===== src/rtl/rv32_pkg.sv =====
// Shared RV32 core types plus the machine-mode interrupt controller's CSR map and states.
package rv32_pkg;

    typedef logic [31:0] rv32_pc_cnt_t;

    typedef enum logic [2:0] {
        RV32_OP_ALU,
        RV32_OP_LOAD,
        RV32_OP_STORE,
        RV32_OP_BRANCH,
        RV32_OP_JAL,
        RV32_OP_SYSTEM,
        RV32_MRET
    } rv32_opcode_enum_t;

    typedef struct packed {
        logic        valid;
        logic [31:0] data;
    } irq_evt_t;

    localparam logic [11:0] CSR_MSTATUS = 12'h300;
    localparam logic [11:0] CSR_MIE     = 12'h304;
    localparam logic [11:0] CSR_MTVEC   = 12'h305;
    localparam logic [11:0] CSR_MEPC    = 12'h341;
    localparam logic [11:0] CSR_MCAUSE  = 12'h342;
    localparam logic [11:0] CSR_MIP     = 12'h344;

    typedef enum logic [1:0] {
        IRQ_IDLE,
        IRQ_TRAP,
        IRQ_HANDLER
    } rv32_irq_state_t;

endpackage


===== src/rtl/rv32_irq_prio_enc.sv =====
// Fixed-priority encoder: lowest set bit of the pending vector wins.
module rv32_irq_prio_enc #(
    parameter int unsigned NUM_IRQ = 8
) (
    input  logic [NUM_IRQ-1:0] pend,
    output logic               any,
    output logic [3:0]         idx
);

    always_comb begin
        any = 1'b0;
        idx = '0;
        for (int unsigned i = 0; i < NUM_IRQ; i++) begin
            if (pend[i] && !any) begin
                any = 1'b1;
                idx = 4'(i);
            end
        end
    end

endmodule


===== src/rtl/rv32_irq_ctrl.sv =====
// Machine-mode local interrupt controller: CSR file, pending latch and trap/MRET sequencing.
module rv32_irq_ctrl
    import rv32_pkg::*;
#(
    parameter int unsigned NUM_IRQ     = 8,
    parameter logic [31:0] RESET_MTVEC = 32'h0
) (
    input  logic              clk,
    input  logic              rst,
    input  logic [NUM_IRQ-1:0] irq_src,
    input  logic              rv32_retire,
    input  rv32_opcode_enum_t rv32_instr_opcode,
    input  rv32_pc_cnt_t      rv32_resume_pc,
    input  logic              csr_we,
    input  logic [11:0]       csr_addr,
    input  logic [31:0]       csr_wdata,
    output logic [31:0]       csr_rdata,
    output irq_evt_t          csr_irq_evt,
    output logic              irq_in_handler
);

    rv32_irq_state_t    state_q, state_d;
    logic [NUM_IRQ-1:0] irq_q, mip_q, mie_q, pend, clear_mask;
    logic               mstatus_mie_q, mstatus_mpie_q;
    logic [31:0]        mtvec_q, mepc_q, mcause_q, trap_base, trap_target;
    logic [3:0]         idx, trap_idx_q;
    logic               any, take, mret;

    assign pend = mip_q & mie_q;

    rv32_irq_prio_enc #(.NUM_IRQ(NUM_IRQ)) u_prio_enc (
        .pend (pend),
        .any  (any),
        .idx  (idx)
    );

    // Trap beats MRET; neither is honoured while the TRAP cycle is in flight.
    assign take       = (state_q != IRQ_TRAP) && rv32_retire && mstatus_mie_q && any;
    assign mret       = (state_q != IRQ_TRAP) && rv32_retire &&
                        (rv32_instr_opcode == RV32_MRET) && !take;
    assign clear_mask = take ? (NUM_IRQ'(1) << idx) : '0;

    always_ff @(posedge clk or posedge rst) begin
        if (rst) begin
            state_q <= IRQ_IDLE;
        end else begin
            state_q <= state_d;
        end
    end

    always_comb begin
        state_d = state_q;
        case (state_q)
            IRQ_IDLE:    if (take) state_d = IRQ_TRAP;
            IRQ_TRAP:    state_d = IRQ_HANDLER;
            IRQ_HANDLER: begin
                if (take)      state_d = IRQ_TRAP;
                else if (mret) state_d = IRQ_IDLE;
            end
            default:     state_d = IRQ_IDLE;
        endcase
    end

    always_ff @(posedge clk or posedge rst) begin
        if (rst) begin
            irq_q          <= '0;
            mip_q          <= '0;
            mie_q          <= '0;
            mstatus_mie_q  <= 1'b0;
            mstatus_mpie_q <= 1'b0;
            mtvec_q        <= RESET_MTVEC;
            mepc_q         <= '0;
            mcause_q       <= '0;
            trap_idx_q     <= '0;
        end else begin
            irq_q <= irq_src;
            mip_q <= (mip_q & ~clear_mask) | (irq_src & ~irq_q);
            if (csr_we && csr_addr == CSR_MIE)   mie_q   <= csr_wdata[NUM_IRQ-1:0];
            if (csr_we && csr_addr == CSR_MTVEC) mtvec_q <= csr_wdata;
            if (take) begin
                mepc_q         <= rv32_resume_pc;
                mcause_q       <= {1'b1, 31'(32'd16 + 32'(idx))};
                mstatus_mpie_q <= mstatus_mie_q;
                mstatus_mie_q  <= 1'b0;
                trap_idx_q     <= idx;
            end else begin
                if (csr_we && csr_addr == CSR_MSTATUS) begin
                    mstatus_mie_q  <= csr_wdata[3];
                    mstatus_mpie_q <= csr_wdata[7];
                end
                if (csr_we && csr_addr == CSR_MEPC)   mepc_q   <= {csr_wdata[31:2], 2'b00};
                if (csr_we && csr_addr == CSR_MCAUSE) mcause_q <= csr_wdata;
                if (mret) begin
                    mstatus_mie_q  <= mstatus_mpie_q;
                    mstatus_mpie_q <= 1'b1;
                end
            end
        end
    end

    assign trap_base   = {mtvec_q[31:2], 2'b00};
    assign trap_target = (mtvec_q[1:0] == 2'b01) ?
                         trap_base + ((32'd16 + 32'(trap_idx_q)) << 2) : trap_base;

    always_comb begin
        csr_irq_evt.valid = (state_q == IRQ_TRAP);
        csr_irq_evt.data  = (state_q == IRQ_TRAP) ? trap_target : mepc_q;
    end

    assign irq_in_handler = (state_q == IRQ_HANDLER);

    always_comb begin
        csr_rdata = '0;
        case (csr_addr)
            CSR_MSTATUS: csr_rdata = {24'd0, mstatus_mpie_q, 3'd0, mstatus_mie_q, 3'd0};
            CSR_MIE:     csr_rdata = 32'(mie_q);
            CSR_MTVEC:   csr_rdata = mtvec_q;
            CSR_MEPC:    csr_rdata = mepc_q;
            CSR_MCAUSE:  csr_rdata = mcause_q;
            CSR_MIP:     csr_rdata = 32'(mip_q);
            default:     csr_rdata = '0;
        endcase
    end

endmodule


===== config.mk =====
export PLATFORM = sky130hd
export DESIGN_NAME = rv32_irq_ctrl
export DESIGN_NICKNAME = d
export VERILOG_FILES = /design/src/rtl/rv32_pkg.sv /design/src/rtl/rv32_irq_prio_enc.sv /design/src/rtl/rv32_irq_ctrl.sv
export SDC_FILE = /design/constraint.sdc
export NUM_CORES = 1
export LEC_CHECK = 0
export ABC_AREA = 1
export CORE_ASPECT_RATIO = 2
export CORE_MARGIN = 1
export CORE_UTILIZATION = 50
export DETAILED_ROUTE_END_ITERATION = 10
export PLACE_DENSITY = 0.79
export SLEW_MARGIN = 20
export SYNTH_ARGS = -nofsm -noshare
export SYNTH_HDL_FRONTEND = slang
export SYNTH_HIERARCHICAL = 1
export SYNTH_SLANG_ARGS = --single-unit

===== constraint.sdc =====
create_clock -name clk -period 11.1 [get_ports clk]
set_input_delay 2.22 -clock clk [delete_from_list [all_inputs] [get_ports clk]]
set_output_delay 2.22 -clock clk [all_outputs]
set_load 0.02 [all_outputs]

Word-level counts from Yosys, hierarchy flattened
Index checks and enable logic that the tools add are counted.
W data, S select, Z words.
{"block": "totals", "regBits": 128, "input_bits": 91, "output_inout_bits": 66, "word_cells": 96}
{"block": "op_classes", "addsub": 3, "n_eq_ne": 13, "n_shift": 1, "mux": 33, "bitwise": 6, "reduce_logical": 30}
{"op": "$mux W32", "n": 6}
{"op": "$pmux W32 S6", "n": 1}
{"op": "$eq A12 B10 Y1 const B", "n": 6}
{"op": "$add A32 B8 Y32", "n": 1}
{"op": "$and A8 B8 Y8", "n": 3}
{"op": "$logic_and A1 B1 Y1", "n": 17}
{"op": "$not A8 Y8", "n": 2}
{"op": "$mux W1", "n": 15}
{"op": "$add A5 B4 Y6 const A", "n": 2}
{"op": "$mux W3", "n": 4}
{"op": "$mux W2", "n": 5}
{"op": "$logic_not A1 Y1", "n": 8}
{"op": "$mux W8", "n": 1}
{"op": "$or A8 B8 Y8", "n": 1}
{"op": "$shl A1 B4 Y8 const A", "n": 1}
{"op": "$pmux W2 S3", "n": 1}
{"op": "$eq A2 B1 Y1 const B", "n": 2}
{"op": "$reduce_bool A2 Y1", "n": 2}
{"op": "$eq A3 B3 Y1 const B", "n": 1}
{"op": "$ne A3 B1 Y1 const B", "n": 1}
{"op": "$reduce_bool A3 Y1", "n": 1}
{"op": "$eq A2 B2 Y1 const B", "n": 1}
{"op": "$logic_not A2 Y1", "n": 1}
{"op": "$ne A2 B1 Y1 const B", "n": 1}
{"op": "other kinds (2)", "n": 2}

Depth between registers and ports, before layout
{"block": "depth", "word_depth": 29, "ltp_mapped": 14, "ltp_nobuf": 13}

Cells and area by module
The synthesis kept the hierarchy.
{"module": "rv32_irq_ctrl", "n_inst": 1, "cells_each": 967, "area_each_um2": 7116.8, "seq_area_each_um2": 3203.1}
{"module": "rv32_irq_prio_enc", "n_inst": 1, "cells_each": 24, "area_each_um2": 120.1, "seq_area_each_um2": 0.0}

Least setup slack after synthesis
No wires, ideal clock.
{"block": "synth_path", "kind": "input-to-output", "start": "input csr_addr[11]", "end": "output csr_rdata[20]", "arrival_ns": 3.415, "t_required_ns": 8.880, "slack_ns": 5.465, "cell_stages": 6, "n_path_buf": 1, "cell_sequence": "nor2_1 -> nand3_1 -> nor3_2 -> nand2_2 -> clkbuf_1 -> o221ai_1"}
{"block": "synth_via", "elab_chain_len": 2, "word_cells_on_any_way": 7}
{"item": "start: declaration", "line": "rv32_irq_ctrl.sv:15", "source": "input logic [11:0] csr_addr,"}
{"item": "$eq A12 B10 Y1", "line": "rv32_irq_ctrl.sv:114", "source": "case (csr_addr)"}
{"item": "$pmux W32 S6 (*)", "line": "rv32_irq_ctrl.sv:114"}
{"item": "end: declaration", "line": "rv32_irq_ctrl.sv:17", "source": "output logic [31:0] csr_rdata,"}
Mark *: on every way between the ends. The rest lies on a longest branch, timed or not.

Worst setup path in the final report
{"block": "layout_path", "start": "input csr_addr[5]", "end": "output csr_rdata[25]"}
The elaborated chain is that of the path after synthesis.

==> impl_summary.md <==
STA
The worst path uses 68.2% of the clock period. Setup repair after global routing left no endpoint under its margin. The max-slew violation count was 0. Setup total negative slack on the finished layout was measured at 0 ns. The transition time at the pin with the least slew margin is 0.972 ns. Measured against its own limit, the worst slew margin works out to 34.8%. The number of failing hold endpoints at the final stage is 0.

The final number of setup-violating endpoints is 0. On the final layout, the worst clock skew is 0.00732 ns. Based on the critical path, the design can be clocked at up to 132 MHz. The clock period minus worst slack is 7.57 ns.

Run status
The run finished with clean final reports.

Clock network
The root buffer cell is clkbuf_16. TritonCTS built the clock tree. The clock transition at the registers of the reported paths is 0.06 ns. The number of clock buffers added by TritonCTS is 17.

The insertion delay to the later sink of the worst-skew pair is 0.42 ns. Hold repair after CTS inserted 0 buffers. The maximum buffer depth of the clock tree is 2. Clock tree synthesis found a total of 128 sinks. The clock tree synthesis step divided the H-tree into 4 levels. In this run, post-CTS repair resized a total of 0 instances. The count of buffers added by post-CTS timing repair for setup is 0.

Die
From bottom edge to top edge, the die measures 172 um. The initial core utilization is 51.5%. The standard cell core area is 14000 sq um. The die covers 15000 sq um.

In this run the count of I/O pins placed on the die edge is 157. Measured along the x axis, the die boundary spans 87.1 um. The number of placement rows is 61.

Worst setup path
Of all nets on the critical path, the largest fanout is 22. The reg-to-reg critical path startpoint is state_q[1]$_DFFE_PP0P_. The worst setup path is captured at an output pin.

Broken down by cell family, the worst path's largest delay share belongs to buffers and inverters. In this design, the stage delay of the slowest critical-path cell is 0.87 ns. The setup slack of the worst register-to-register path is 7.36 ns. At the worst endpoint, the required time is 8.88 ns. The number of cells traversed by the worst register-to-register path is 9. Traced cell by cell, the critical path runs through clkdlybuf4s50_1 -> nor2_2 -> nand3_1 -> nor2_2 -> nand3_2 -> inv_1 -> nand2_1 -> o211ai_1 -> clkdlybuf4s50_1.

In this run the critical register-to-register path is captured at mcause_q[19]$_DFFE_PP0P_. At the worst endpoint, the arrival time is 5.35 ns. The worst setup path is launched from an input pin. The number of buffers and inverters on the critical path is 3.

The slowest stage of the critical path is the inv_1 cell. The worst setup path is of the in -> out kind. The critical path crosses 9 cells after its start point.

Layout
Of the cells placed in the final design, the portion with a size suffix greater than 1 is 5.53%. The final cell area excluding filler cells is 9410 sq um. The number of filler cells placed in the layout is 1256. 0 antenna diodes ended up in the layout. In the layout the commonest cells are nand2_1, clkdlybuf4s50_1, dfrtp_1. At the end of the flow, the number of nets in the layout was 1223. The post-synthesis to final-layout area growth is 30.1%. The library cell used most frequently in the layout, excluding fill and tap cells, is nand2_1.

GRT
The initial antenna violation count is 0. The total routing resource utilization after global routing is 33.4%. The global-route wire length before repair is 36800 um.

The total global routing overflow is 0. Entering global routing, the biggest net connects 76 pins. The via count of the first global-routing pass is 7452.

Power and ir drop
The share of power burned in registers is 40.9%. The clock network burns 43.3% of the power. In this run the static leakage power is 4.39 nW. For this design the total switching power over the nets is 0.349 mW. The internal power consumption is 0.946 mW. VDD sags by at most 105 uV. Of the total power, the share spent switching nets is 26.9%. The power density relative to cell area is 138 nW/um^2. The combinational cell fraction of total power is 15.8%.

Detailed routing
The routed length per instance is 17.8 um. Wires add up to 23600 um. In this run, the number of DRC markers left after iteration 0 of detailed routing was 506. The via count of the routed design is 7553. The post-detailed-route DRC marker count is 0. The first-pass detailed-route iteration total is 5. The count of nets left with antenna violations once routing finished came out at 0. The average via count per standard cell is 5.68.

Yosys
Yosys printed 6 warnings. The gate count of the mapped netlist is 991. For this run, the leading register cell type out of synthesis is dfrtp_1. The net count after synthesis is 1087. The fraction of post-synthesis cell area in the top cell type by area is 44.3%. The register bit total from synthesis is 128. In this run, synthesis inferred 0 flip-flops with an integrated enable.

The synthesized area per cell is 7.30 sq um. The sequential area share after synthesis is 44.3%. The mapped cell area is 7240 sq um. The number of distinct library cell variants in the gate-level netlist after synthesis is 41. Summed over all instances, the cell type with the most area after synthesis is dfrtp_1. By area the synthesized netlist is led by dfrtp_1, nand2_1, o21ai_0, inv_1, nor2_1. The fraction of registers with async set or reset after synthesis is 100%.

Place
In this run the tool buffered the top-level ports with 156 buffer cells. Routability-driven placement finished with a final weighted congestion of 0.901. The total cell area at the placement stage is 8820 sq um. Detailed placement finished with a half-perimeter wire length of 16700 um.

Hold path
The path with the worst hold slack has its endpoint at mip_q[4]$_DFF_PP0_. The hold path startpoint is irq_q[4]$_DFF_PP0_. In this run the worst hold path is classified as reg -> reg. Along the worst hold path, the cell count comes to 1.

Job
The number of maximum-capacitance violations is 0.
==> kinds of logic (layout without fill, tap and decap cells) <==
family / count (synthesis) / in the layout / share of synthesized area, %
other cells: 1 / 1 / 0.0518
flops: 128 / 128 / 44.3
compound gates: 207 / 207 / 16.4
buf+inv: 158 / 307 / 9.34
fa+ha+maj: 5 / 5 / 0.968
xor+xnor: 11 / 11 / 1.33
simple gates: 481 / 481 / 27.6
==> Yosys cell counts, drive strengths merged, types with 4 or more instances <==
cell type  number
inv           112
ha              4
o21ai         107
dfrtp         128
a31oi          27
nor3            9
buf            28
nor2           90
nand2         306
o221ai          9
nand4          12
o22ai           6
nand3          54
xor2           11
o211ai         20
a21oi          37
or2             4
clkbuf         15
==> per-layer routing <==
layer / vias up / track usage, % / share of wire, %
met3: 116 / 5.54 / 4.8
li1: 3524 / - / -
met2: 363 / 61.3 / 54
met4: 0 / 23.6 / 7.3
met5: - / 0 / 0
met1: 3550 / 33.3 / 34
==> stage by stage <==
stage / setup WS, ns / instances / power (mW) / hold slack, ns / utilization, %
6_report: 3.53 / 1329 / 1.30 / 0.415 / 67.0
5_1_grt: 3.38 / 1329 / 1.34 / 0.437 / 67.0
4_1_cts: 3.62 / 1329 / 1.30 / 0.421 / 67.0
3_5_place_dp: 3.65 / 1297 / 0.741 / 0.413 / 62.8
3_3_place_gp: 3.66 / 1297 / 0.736 / 0.404 / 62.8
2_1_floorplan: 5.46 / 991 / 0.635 / 0.400 / -
==> sequential cells by signal (all words and copies together), names as in the netlist, 2 cells and up <==
register	flops
mip_q	8
state_q	2
trap_idx_q	4
mtvec_q	32
mcause_q	32
mepc_q	32
irq_q	8
mie_q	8
==> layout make-up <==
class	instances	area (sq um)	share of cell area, %
Sequential cell	128	3200	34.0
Inverter	115	435	4.63
Multi-Input combinational cell	705	3360	35.7
Clock buffer	20	457	4.85
Timing Repair Buffer	160	1590	16.9
Tap cell	189	236	2.51
Clock inverter	12	133	1.41
==> power groups by stage <==
| stage | registers (mW) | logic [mW] | clock network, mW |
|---|---|---|---|
| 2_1_floorplan | 0.531 | 0.104 | 0 |
| 3_3_place_gp | 0.536 | 0.200 | 0 |
| 3_5_place_dp | 0.537 | 0.203 | 0 |
| 4_1_cts | 0.530 | 0.205 | 0.562 |
| 5_1_grt | 0.534 | 0.222 | 0.584 |
| 6_report | 0.530 | 0.205 | 0.560 |
==> worst max path at each step <==
stage	start	to	slack [ns]
floorplan	csr_addr[11]	csr_rdata[20]	5.46
global placement	csr_addr[5]	csr_rdata[31]	3.66
detailed placement	csr_addr[5]	csr_rdata[25]	3.65
CTS	csr_addr[5]	csr_rdata[25]	3.62
global route	csr_addr[11]	csr_rdata[25]	3.38
finish	csr_addr[5]	csr_rdata[25]	3.53
(Power assumes the default switching activity.)
